**config.mk**
```make
export PLATFORM = sky130hd
export DESIGN_NAME = seg_scan_capture
export DESIGN_NICKNAME = d
export VERILOG_FILES = /design/src/rtl/seg_scan_pkg.sv /design/src/rtl/seg7_decode.sv /design/src/rtl/seg_scan_capture.sv
export SDC_FILE = /design/constraint.sdc
export NUM_CORES = 1
export LEC_CHECK = 0
export BUFFER_PORTS_ARGS = -buffer_cell sky130_fd_sc_hd__clkbuf_2
export CAP_MARGIN = 10
export CORE_MARGIN = 2
export CORE_UTILIZATION = 40
export CTS_BUF_LIST = sky130_fd_sc_hd__clkbuf_4 sky130_fd_sc_hd__clkbuf_8 sky130_fd_sc_hd__clkbuf_16
export CTS_CLUSTER_DIAMETER = 200
export DETAILED_ROUTE_END_ITERATION = 8
export MAX_ROUTING_LAYER = met4
export PLACE_DENSITY = 0.58
export REMOVE_ABC_BUFFERS = 1
export SLEW_MARGIN = 40
export SYNTH_ARGS = -nofsm -noshare
export SYNTH_HDL_FRONTEND = slang
export SYNTH_HIERARCHICAL = 1
export SYNTH_SLANG_ARGS = --single-unit
export TNS_END_PERCENT = 50
```
**constraint.sdc**
```tcl
create_clock -name clkin -period 4.4 [get_ports clkin]
set_input_delay 0.44 -clock clkin [delete_from_list [all_inputs] [get_ports clkin]]
set_output_delay 0.44 -clock clkin [all_outputs]
set_load 0.005 [all_outputs]
```
**src/rtl/seg_scan_pkg.sv**
```systemverilog
// Shared constants and types for the scanned seven-segment capture path.
// Segment codes are active low with bit7 as the decimal point.
package seg_scan_pkg;

  localparam int NUM_DIGITS = 6;

  localparam logic [3:0] NIBBLE_ERR = 4'hF;

  localparam logic [7:0] SEG_0     = 8'hC0;
  localparam logic [7:0] SEG_1     = 8'hF9;
  localparam logic [7:0] SEG_2     = 8'hA4;
  localparam logic [7:0] SEG_3     = 8'hB0;
  localparam logic [7:0] SEG_4     = 8'h99;
  localparam logic [7:0] SEG_5     = 8'h92;
  localparam logic [7:0] SEG_6     = 8'h82;
  localparam logic [7:0] SEG_7     = 8'hF8;
  localparam logic [7:0] SEG_8     = 8'h80;
  localparam logic [7:0] SEG_9     = 8'h90;
  localparam logic [7:0] SEG_BLANK = 8'hFF;
  localparam logic [7:0] SEG_B     = 8'h86;
  localparam logic [7:0] SEG_C     = 8'hAB;
  localparam logic [7:0] SEG_D     = 8'hA1;

  typedef enum logic {
    IDLE    = 1'b0,
    COLLECT = 1'b1
  } scan_state_t;

endpackage

```
**src/rtl/seg7_decode.sv**
```systemverilog
// Active-low segment pattern to display nibble; unknown patterns give
// NIBBLE_ERR with err set.
module seg7_decode
  import seg_scan_pkg::*;
(
  input  logic [7:0] pattern,
  output logic [3:0] nibble,
  output logic       err
);

  always_comb begin
    nibble = NIBBLE_ERR;
    err    = 1'b0;
    case (pattern)
      SEG_0:     nibble = 4'h0;
      SEG_1:     nibble = 4'h1;
      SEG_2:     nibble = 4'h2;
      SEG_3:     nibble = 4'h3;
      SEG_4:     nibble = 4'h4;
      SEG_5:     nibble = 4'h5;
      SEG_6:     nibble = 4'h6;
      SEG_7:     nibble = 4'h7;
      SEG_8:     nibble = 4'h8;
      SEG_9:     nibble = 4'h9;
      SEG_BLANK: nibble = 4'hA;
      SEG_B:     nibble = 4'hB;
      SEG_C:     nibble = 4'hC;
      SEG_D:     nibble = 4'hD;
      default:   err    = 1'b1;
    endcase
  end

endmodule

```
**src/rtl/seg_scan_capture.sv**
```systemverilog
// Rebuilds the 24-bit nibble frame from a scanned 6-digit display.
// Optional build macro SEG_DP_IGNORE_EN masks the decimal point before decode.
module seg_scan_capture
  import seg_scan_pkg::*;
#(
  parameter int STABLE_CYC   = 4,
  parameter int SCAN_TIMEOUT = 4000000
) (
  input  logic                  clkin,
  input  logic                  rst,
  input  logic [NUM_DIGITS-1:0] sel_n,
  input  logic [7:0]            seg_n,
  output logic [23:0]           data,
  output logic                  frame_valid,
  output logic                  frame_err,
  output logic                  scan_lost,
  output scan_state_t           state_dbg
);

  localparam logic [7:0]  STABLE_MAX   = 8'(STABLE_CYC);
  localparam logic [7:0]  STABLE_LAST  = 8'(STABLE_CYC - 1);
  localparam logic [31:0] TIMEOUT_MAX  = 32'(SCAN_TIMEOUT);
  localparam logic [31:0] TIMEOUT_LAST = 32'(SCAN_TIMEOUT - 1);
  localparam logic [NUM_DIGITS-1:0] ALL_SEEN = '1;

  logic [NUM_DIGITS-1:0] sel_s1, sel_s2, sel_q, sel_act;
  logic [7:0]            seg_s1, seg_s2, seg_q, dec_in;
  logic [7:0]            stab_cnt;
  logic [31:0]           timer;
  logic [NUM_DIGITS-1:0] seen;
  logic [23:0]           shadow;
  logic                  err_flag;
  logic                  pair_same, one_hot, capture, publish, timeout_hit;
  logic [3:0]            dec_nib;
  logic                  dec_err;
  scan_state_t           state, state_nxt;

  always_ff @(posedge clkin or posedge rst) begin
    if (rst) begin
      sel_s1 <= '1;
      sel_s2 <= '1;
      sel_q  <= '1;
      seg_s1 <= '1;
      seg_s2 <= '1;
      seg_q  <= '1;
    end else begin
      sel_s1 <= sel_n;
      sel_s2 <= sel_s1;
      sel_q  <= sel_s2;
      seg_s1 <= seg_n;
      seg_s2 <= seg_s1;
      seg_q  <= seg_s2;
    end
  end

  assign sel_act   = ~sel_s2;
  assign pair_same = (sel_s2 == sel_q) && (seg_s2 == seg_q);
  assign one_hot   = (sel_act != '0) && ((sel_act & (sel_act - 1'b1)) == '0);
  // Saturating counter makes the capture a single event per stable pair.
  assign capture   = pair_same && (stab_cnt == STABLE_LAST) && one_hot;
  assign publish   = capture && (state == COLLECT) && sel_act[0] && (seen == ALL_SEEN);
  assign timeout_hit = !capture && (timer == TIMEOUT_LAST);

`ifdef SEG_DP_IGNORE_EN
  assign dec_in = seg_s2 | 8'h80;
`else
  assign dec_in = seg_s2;
`endif

  seg7_decode u_decode (
    .pattern (dec_in),
    .nibble  (dec_nib),
    .err     (dec_err)
  );

  always_ff @(posedge clkin or posedge rst) begin
    if (rst) begin
      stab_cnt <= '0;
    end else if (!pair_same) begin
      stab_cnt <= '0;
    end else if (stab_cnt != STABLE_MAX) begin
      stab_cnt <= stab_cnt + 8'd1;
    end
  end

  always_ff @(posedge clkin or posedge rst) begin
    if (rst) begin
      timer <= '0;
    end else if (capture) begin
      timer <= '0;
    end else if (timer != TIMEOUT_MAX) begin
      timer <= timer + 32'd1;
    end
  end

  always_ff @(posedge clkin or posedge rst) begin
    if (rst) state <= IDLE;
    else     state <= state_nxt;
  end

  always_comb begin
    state_nxt = state;
    case (state)
      IDLE:    if (capture) state_nxt = COLLECT;
      COLLECT: if (timeout_hit) state_nxt = IDLE;
      default: state_nxt = IDLE;
    endcase
  end

  assign state_dbg = state;

  always_ff @(posedge clkin or posedge rst) begin
    if (rst) begin
      data        <= '0;
      frame_valid <= 1'b0;
      frame_err   <= 1'b0;
      scan_lost   <= 1'b0;
      seen        <= '0;
      shadow      <= '0;
      err_flag    <= 1'b0;
    end else begin
      frame_valid <= 1'b0;
      if (capture) begin
        scan_lost <= 1'b0;
        for (int i = 0; i < NUM_DIGITS; i++) begin
          if (sel_act[i]) shadow[(NUM_DIGITS-1-i)*4 +: 4] <= dec_nib;
        end
        if (publish) begin
          data        <= shadow;
          frame_err   <= err_flag;
          frame_valid <= 1'b1;
          seen        <= sel_act;
          err_flag    <= dec_err;
        end else if (state == IDLE) begin
          seen     <= sel_act;
          err_flag <= dec_err;
        end else begin
          seen     <= seen | sel_act;
          err_flag <= err_flag | dec_err;
        end
      end else if (timeout_hit) begin
        scan_lost <= 1'b1;
        seen      <= '0;
        err_flag  <= 1'b0;
      end
    end
  end

endmodule

```
==> results.md, run 1 <==
Pwr:
- The total internal power is 0.00242 W.
- Registers are responsible for 44.9% of the overall power.
- The maximum ir drop on the vdd rail is 0.000241 V.
- Power spread over the standard cell area amounts to 417 nW/um^2.
- The power after layout is 0.00302 W.
- The switching share of total power is 19.8%.
- Summed over all cells, the static leakage comes to 3.42 nW.
- Per report_power, the combinational group accounts for 2.3% of the total.
- The share of total power in the clock network is 52.8%.
- Summed over all nets, the switching power comes to 0.000598 W.

Global routing:
- The total overflow left after global routing is 0.
- The number of global-route vias before repair came to 4025.
- The pin count of the biggest net entering global routing is 110.
- The first-pass GRT wire length is 20.4 mm.
- The number of antenna violations at the first check in global routing is 0.
- In the global route stage, overall resource usage came out at 16.2%.

Synth:
- The post-synthesis cell area is 6190 um^2.
- Counting flops with an async set or reset pin after synthesis yields a share of 100%.
- The count of different cell masters after synthesis is 60.
- The flip-flop and latch count after synthesis is 141.
- For this run, the leading register cell type out of synthesis is dfrtp_1.
- The number of synthesis warnings is 6.
- Counting flops with a built-in enable in the synthesized netlist gives 0.
- The sequential cell area fraction in the yosys report is 57.9%.
- The post-synthesis instance total is 502.
- A synthesized cell averages 12.3 um^2.

Placed design:
- Summed over all nets, the half-perimeter wirelength after detailed placement is 7.59 mm.
- Buffers placed on the I/O ports in this run total 43.
- The placer congestion estimate is 0.812.
- The number of cells after detailed placement is 719.
- At the placement stage, the worst setup path has a slack of 1.44 ns.

Clocking:
- The cell sitting at the root of the clock tree is a clkbuf_16.
- In this run the number of H-tree levels came out at 4.
- After clock tree synthesis, the setup repair step added 0 buffers.
- The later pin in the worst-skew pair is clocked with a latency of 0.42 ns.
- The longest clock path from root to sink contains 2 buffers.
- The TritonCTS clock tree is yes.
- For this design, the CTS-stage hold fixing added 0 buffers.
- The TritonCTS buffer count is 17.
- The clock drives 141 sinks.
- Post-CTS repair changed the size of 0 cells.
- After clock tree synthesis, the clock-pin slew on the worst setup and hold paths is 0.06 ns.

Final layout:
- The total inserted antenna cells is 0.
- The final instance count without filler cells is 750.
- The number of nets in the layout is 570.
- The signed area change from the synthesized netlist to the final layout is 17.1%.
- The layout has 1344 filler cells.
- The multi-input combinational cell area is 2440 um^2.
- The area occupied by registers is 3580 um^2.
- In the final layout, the share of cells above drive strength 1 is 30.4%.

STA:
- The number of failing hold endpoints at the final stage came to 0.
- Setup repair after global routing left no endpoint under its margin.
- For the final routed database, the setup TNS stands at 0 ns.
- The worst max-slew margin expressed relative to the limit is 51.8%.
- Derived from the worst setup path, the maximum achievable clock frequency is 338 MHz.
- The worst clock skew is 0.0104 ns.
- For the pin with the worst max-slew slack, the measured transition is 0.723 ns.
- Setup violations remaining at the end of the flow were counted as 0.
- The period utilization is 67.3%.
- Counting I/O delays and the setup requirement, the final critical path takes 2.96 ns.
- Setup slack on the critical path of the routed design comes to 1.44 ns.
- The final-report max-slew violation count came to 0.

Worst setup path:
- For this design, the slowest cell found on the critical path is dfstp_2.
- The peak per-stage delay on the critical path is 0.62 ns.
- The nature of the critical path startpoint is a register.
- STA classifies the critical path endpoint as a register.
- In this design, the largest share of critical-path delay is due to simple AND/OR/NAND/NOR gates.
- For the worst setup path, the data arrival time is 3.25 ns.
- The signal on the critical path passes through xor2_1, nor4_1, nand4_1, buf_4, nor3_4, buf_4, mux2_1.
- The required time at the endpoint of the critical path is 4.69 ns.
- Along the worst path, the maximum fanout reaches 25.
- The number of buffer and inverter stages on the critical path is 2.
- The cell depth of the worst flop-to-flop path is 7.
- The cell type with the highest occurrence count on the critical path is buf_4.
- The critical path in this run is classified as reg -> reg.
- In this run the number of cells on the critical path is 7.

Routing:
- The detailed router finished its first iteration with 305 violations.
- The vias after detailed routing is 3942.
- The uppermost signal routing layer after detailed routing is met4.
- After detailed routing, the wire length on met1 is 5.65 mm.
- The total DRC errors in the routed layout is 0.
- The total met2 wirelength after detailed routing is 5.35 mm.
- The first TritonRoute pass finished after 5 iterations.
- The overall routed net length is 11.6 mm.
- The routed design uses 473 um of met3 wire.
- After detailed routing, the number of vias per cell comes to 5.26.
- After detailed routing, the average wire length per cell comes to 15.5 um.
- The number of nets with antenna violations after routing is 0.

Floorplan:
- The effective utilization at floorplan is 40.8%.
- The width of the die is 128 um.
- The vertical die dimension is 128 um.
- The die area is 16500 um^2.
- After floorplanning, the core was sized to cover 15100 um^2.
- In this run the core area contains 45 standard-cell rows.
- 44 I/O pins were placed.

Hold path:
- The number of cells on the worst hold path is 1.
- The kind of path behind the tightest hold check is in -> reg.

Job:
- The max capacitance violation total is 0.

Status:
- The flow ran to the end, and the final reports show no timing, DRC or antenna violations.
worst register-to-register path, delay by kind of cell (launching register included):
family        cells  cell delay (ns)
mux               1             0.38
flops             1             0.62
buf+inv           2             0.71
simple gates      3             1.02
xor+xnor          1             0.11
flip-flops by register name, summed over array words and instances, names as in the netlist:
signal and count:
dec_in 8, timer 32, frame_err 1, scan_lost 1, stab_cnt 8, seen 6, sel_s2 6, frame_valid 1
err_flag 1, seg_q 8, data 24, shadow 24, sel_s1 6, seg_s1 8, state_dbg 1, sel_q 6
cell type report:
class / count / share of cell area [%]
clock buffer: 18 / 6.06
clock inverter: 13 / 3.04
inverter: 15 / 0.881
multi-input combinational: 326 / 33.7
sequential: 141 / 49.4
tap: 188 / 3.25
timing repair buffer: 49 / 3.59
metal layers:
metal  up-vias  global-route usage [%]
met3        13                    4.62
met5         -                       -
met1      1972                    21.8
met4         0                    6.08
li1       1870                       -
met2        87                    23.2
cell usage in the layout, fill, tap and decap left out, types with 3 or more instances in the layout:
master and count:
nand2_1 16, o211a_1 6, ha_1 4, nor2_1 51, and2b_1 3, a22oi_1 3
and3_1 15, nor3_2 7, mux2_1 20, clkinv_2 4, a211o_1 6, mux2_2 30
a21oi_1 5, nand4_1 19, clkbuf_2 43, or3_1 3, or4_1 3, nand3_1 24
a311o_1 3, nor3_1 10, clkbuf_16 17, xnor2_1 10, xor2_1 41, buf_4 6
nor4_1 9, dfstp_2 42, inv_1 14, dfrtp_1 99, bufinv_16 6
power groups by stage:
| stage | Sequential (W) | Clock (W) | Combinational (W) |
|---|---|---|---|
| final | 0.00136 | 0.00160 | 0.0000682 |
| after global routing | 0.00136 | 0.00170 | 0.0000788 |
| after CTS | 0.00136 | 0.00163 | 0.0000707 |
| after detailed placement | 0.00138 | 0 | 0.0000705 |
| after global placement | 0.00138 | 0 | 0.0000688 |
| after floorplan | 0.00137 | 0 | 0.0000474 |
per-stage QoR:
step	area [um^2]	utilization [%]	hold WS [ns]
finish	7240	47.8	0.0984
global route	7240	47.8	0.0835
CTS	7240	47.8	0.0842
detailed placement	6580	43.5	0.347
global placement	6570	43.4	0.346
floorplan	6070	-	0.345
final timing paths:
path | startpoint | endpoint | slack [ns]
min reg2reg | seg_s1[5] | dec_in[5] | 0.35
max reg2reg | sel_s2[0] | data[6] | 1.44
max | sel_s2[0] | data[6] | 1.44
min | sel_n[1] | sel_s1[1] | 0.1
min in group asynchronous | rst | timer[12] | 0.16
max in group asynchronous | rst | shadow[22] | 3.31
cells in the mapped netlist (3+ instances only):
| cell type | instances | area share [%] |
|---|---|---|
| nor2_1 | 52 | 3.2 |
| nand3_1 | 24 | 1.9 |
| and3_1 | 15 | 1.5 |
| nand2_1 | 16 | 0.97 |
| xor2_1 | 41 | 5.8 |
| buf_2 | 4 | 0.32 |
| nor3_1 | 10 | 0.81 |
| or4_1 | 3 | 0.36 |
| ha_1 | 4 | 0.81 |
| or3_1 | 3 | 0.30 |
| dfstp_2 | 42 | 18 |
| dfrtp_1 | 99 | 40 |
| and2b_1 | 3 | 0.36 |
| mux2_2 | 30 | 5.5 |
| a22oi_1 | 3 | 0.36 |
| a21oi_1 | 5 | 0.40 |
| buf_6 | 4 | 0.73 |
| mux2_1 | 20 | 3.6 |
| inv_1 | 15 | 0.91 |
| clkbuf_1 | 8 | 0.49 |
| nor3_2 | 7 | 1.1 |
| nand4_1 | 19 | 1.9 |
| nor4_1 | 10 | 1.0 |
| xnor2_1 | 10 | 1.4 |
| o211a_1 | 6 | 0.97 |
| a211o_1 | 6 | 0.85 |
| a311o_1 | 3 | 0.49 |
kinds of logic (layout without fill, tap and decap cells):
logic type | after synthesis | after routing | synth area share (%)
adders and majority gates | 4 | 4 | 0.809
xor gates and xnor gates | 51 | 51 | 7.22
DFF | 141 | 141 | 57.9
muxes | 52 | 52 | 9.43
AOI/OAI and AO/OA | 38 | 38 | 5.24
and+or+nand+nor | 181 | 181 | 16.6
buffers and inverters | 35 | 95 | 2.77
(Power assumes the default switching activity.)
==> run 2, diff against run 1 <==
- ABC_AREA: not set -> 1
- PLACE_DENSITY: 0.58 -> 0.56
- clock period: 4.4 -> 3.1 ns (I/O delays scaled with it)
==> run 2 against run 1 <==
Against the previous run: wire length grew 21%; clock power rose by 22%; core utilization is 0.54 points higher.
==> results.md, run 2 <==
Worst setup path:
- The master of the slowest instance on the critical path is dfstp_2.
- Walking the worst path, the cells encountered are inv_1, nand2_1, nand2_1, nor2_1, nand3_1, nor2_2, nand2_4, clkinv_2, nand2_1, nand2_1, o21ai_0.
- The arrival time at the worst endpoint is 2.69 ns (-0.56 ns).
- Counting stages on the worst path, the most repeated cell is nand2_1.
- The peak per-stage delay on the critical path is 0.61 ns (about the same).
- The launch point of the worst reg-to-reg path is sel_s2[2].
- In this run the worst setup path begins at sel_s2[2].
- The critical path endpoint category is a register.
- The cell depth of the worst flop-to-flop path is 11 (+4).
- The setup slack of the worst register-to-register path is 0.71 ns (-0.74 ns).
- The required time at the endpoint of the critical path is 3.39 ns (-1.30 ns).
- The nature of the critical path startpoint is a register.
- The setup path with the least slack is of type reg -> reg.
- The worst register-to-register path ends at shadow[14].
- The peak fanout along the critical path is 23 (-8.0%).

Floorplan:
- The vertical die dimension was 131 um (+1.8%).
- The number of ports placed on the die boundary is 44 (unchanged).
- The effective utilization at floorplan came to 40.7% (-0.11 points).
- The core footprint is 15800 um^2 (+4.1%).
- The width of the die is 131 um (+1.8%).
- The die area is 17100 um^2 (+3.7%).
- The total number of placement rows was 46 (+2.2%).

Hold path:
- The kind of path behind the tightest hold check is reg -> reg.
- The startpoint identified for the worst hold timing path is seg_s1[6].
- The worst-case hold path end point is dec_in[6].
- The number of cells on the worst hold path is 0 (-1).

Clocking:
- The number of sinks on the clock net is 141 (unchanged).
- CTS placed an instance of clkbuf_16 at the clock tree root.
- TritonCTS built the clock tree.
- The buffer depth of the longest clock path came to 2 (unchanged).
- The number of post-CTS setup repair buffers is 0 (unchanged).
- The total of hold buffers inserted after clock tree synthesis is 15 (+15).
- The post-cts gate resize count was 0 (unchanged).
- The TritonCTS buffer count was 17 (unchanged).
- The CTS clock-pin slew for the worst setup and hold paths came to 0.06 ns (about the same).
- The worst-skew pair later-pin latency is 0.43 ns (about the same).
- The level count of the clock H-tree was 4 (unchanged).

Synth:
- The sequential cell area fraction in the yosys report came to 55.7% (-2.1 points).
- The multiplexer share of the synthesized area is 0% (-9.4 points).
- The basic-gate share of the synthesized area counting and, or, nand and nor cells is 28.4% (+12 points).
- The count of flip-flops with a built-in enable after synthesis is 0 (unchanged).
- The per-instance average area after synthesis is 8.43 um^2 (-32%).
- The post-synthesis cell area is 6420 um^2 (+3.8%).
- The xor/xnor cell area share of the yosys netlist is 2.18% (-5.0 points).
- The cell type with the largest total area after synthesis is dfrtp_1.
- The post-synthesis instance total came to 762 (+52%).
- Ranked by total cell area, the synthesized netlist is headed by dfrtp_1 39%, dfstp_2 17%, nand2_1 13%.
- The arithmetic-cell share of the synthesized area counting full adders, half adders and majority gates is 0.779% (-0.030 points).
- After synthesis, the largest family of logic cells by area is simple AND/OR/NAND/NOR gates.
- The number of synthesis warnings is 6 (unchanged).
- The fraction of synthesized cell area taken by the top area cell type came to 38.6% (-1.5 points).
- Among all cell types in the netlist, the one instantiated most often is nand2_1.
- The count of different cell masters after synthesis came to 36 (-40%).
- The flip-flop and latch count after synthesis was 141 (unchanged).
- Sorting the synthesized cells by how often they occur yields 229 x nand2_1, 99 x dfrtp_1, 94 x inv_1, 77 x nor2_1, 45 x nand3_1.
- The predominant post-synthesis flop cell is dfrtp_1.
- The fraction of synthesis flops using an asynchronous set or reset pin is 100% (unchanged).
- The synthesized-area fraction occupied by ao, oa, aoi and oai cells is 6.19% (+0.96 points).

Final layout:
- The library cell used most frequently in the layout, excluding fill and tap cells, is nand2_1.
- The ratio of cells with drive above 1 in the final layout is 17.5% (-13 points).
- The number of nets in the layout was 855 (+50%).
- Counting flops per register, the top entry is timer.
- The total inserted antenna cells came to 0 (unchanged).
- The library cells used most frequently in the layout, excluding fill and tap cells, are 229 x nand2_1, 99 x dfrtp_1, 93 x inv_1.
- In the final layout, the registers with the most flip-flops are timer: 32 flops, data: 24 flops, shadow: 24 flops.
- Compared with the post-synthesis result, the final layout area differs by 18.7%.
- The number of flip-flops in the largest register is 32 (unchanged).

Placed design:
- The worst slack at placement is 0.692 ns (-0.750 ns).
- The placed wire-length estimate is 9.98 mm (+32%).
- The count of buffers inserted at the top-level ports came to 43 (unchanged).
- The placer congestion estimate came to 0.871 (+7.3%).

STA:
- The final setup violation count is 0 (unchanged).
- The final-report max-slew violation count is 0 (unchanged).
- The worst clock skew is 0.00768 ns (-0.00270 ns).
- The number of failing hold endpoints at the final stage is 0 (unchanged).
- The minimum setup slack in the final design is 0.705 ns (-0.735 ns).
- The period utilization was 77.3% (+10 points).
- The highest clock frequency the design can meet is 418 MHz (+24%).
- The worst max-slew margin expressed relative to the limit is 60.6% (+8.8 points).
- The actual transition at the worst max-transition pin is 0.586 ns (-0.138 ns).
- The final critical delay including setup and external delays is 2.39 ns (-0.565 ns).
- The total negative slack for setup checks was 0 ns (unchanged).
- Setup repair after global routing left no endpoint under its margin.

Routing:
- The routed wirelength normalized by instance count is 13.3 um (-14%).
- The vias after detailed routing is 5115 (+30%).
- The vias per cell is 4.81 (-8.5%).
- The number of nets with antenna violations after routing came to 0 (unchanged).
- The routed wire length on met3 is 601 um (+27%).
- The total met2 wirelength after detailed routing was 6.55 mm (+22%).
- The number of DRC markers in iteration 0 is 397 (+30%).
- The overall routed net length is 14.1 mm (+21%).
- The first-pass iteration count of the detailed router is 5 (unchanged).
- The routed metal-1 wirelength is 6.70 mm (+19%).
- The highest layer touched by signal routing is met4.
- The total DRC errors in the routed layout came to 0 (unchanged).

Global routing:
- The first-pass GRT wire length is 24.0 mm (+18%).
- The total routing usage reported by global routing is 18.6% (+2.5 points).
- The number of global-route vias before repair is 4988 (+24%).
- The pin count of the biggest net entering global routing is 64 (-42%).
- The total global routing overflow is 0 (unchanged).
- The number of antenna violations at the first check in global routing came to 0 (unchanged).

Pwr:
- The power after layout is 0.00401 W (+33%).
- The maximum ir drop on the vdd rail is 0.000517 V (+110%).
- The leakage power total is 3.81 nW (+12%).
- The power per cell area came to 526 nW/um^2 (+26%).

Job:
- The max capacitance violation total is 0 (unchanged).

Status:
- The run finished with clean final reports.
run 2: changes by cell type after synthesis, sizes merged, moves of 7 or more:
cell	delta
o21ai	+43
nand3	+21
mux2	-50
and3	-14
xor2	-31
nor3	+7
a21oi	+17
nor2	+34
nand2	+221
inv	+81
run 2: worst max path at each step:
stage | to | slack, ns | cells after the start
2_1_floorplan | data[0] | -0.92 | 1
3_3_place_gp | shadow[19] | 0.73 | 10
3_5_place_dp | shadow[14] | 0.69 | 11
4_1_cts | shadow[6] | 0.67 | 11
5_1_grt | shadow[7] | 0.40 | 11
6_report | shadow[14] | 0.71 | 11
run 2: kinds of logic after synthesis:
group           Yosys count
fa+ha+maj                 4
flops                   141
xor+xnor                 16
buf+inv                 107
simple gates            420
compound gates           74
run 2: worst max-delay path, delay by kind of cell (launching register included):
kind / cells / cell delay [ns]
and+or+nand+nor: 8 / 1.17
DFF: 1 / 0.61
buffers and inverters: 2 / 0.39
AOI/OAI and AO/OA: 1 / 0.09
run 2: cell type report:
class | instances | area [um^2]
Clock buffer | 22 | 498
Timing Repair Buffer | 63 | 415
Tap cell | 216 | 270
Clock inverter | 10 | 75.1
Multi-Input combinational cell | 514 | 2410
Fill cell | 1524 | 8140
Sequential cell | 141 | 3580
Inverter | 98 | 375
run 2: per-stage QoR:
stage / hold WS (ns) / std cells / cell area [um^2] / utilization (%)
after floorplan: 0.314 / 753 / 6360 / -
after global placement: 0.347 / 1017 / 6900 / 43.8
after detailed placement: 0.347 / 1017 / 6900 / 43.8
after CTS: 0.350 / 1064 / 7630 / 48.4
after global routing: 0.349 / 1064 / 7630 / 48.4
final: 0.351 / 1064 / 7630 / 48.4
run 2: metal layers:
metal / GRT usage, % / vias to the layer above
li1: - / 2568
met1: 24.7 / 2417
met2: 27.9 / 107
met3: 4.93 / 23
met4: 6.38 / 0
met5: - / -
run 2: power breakdown:
part	leakage (nW)	switching [W]	internal, W
sequential	1.81	0.0000227	0.00189
combinational	1.72	0.0000852	0.0000466
clock	0.287	0.000810	0.00115
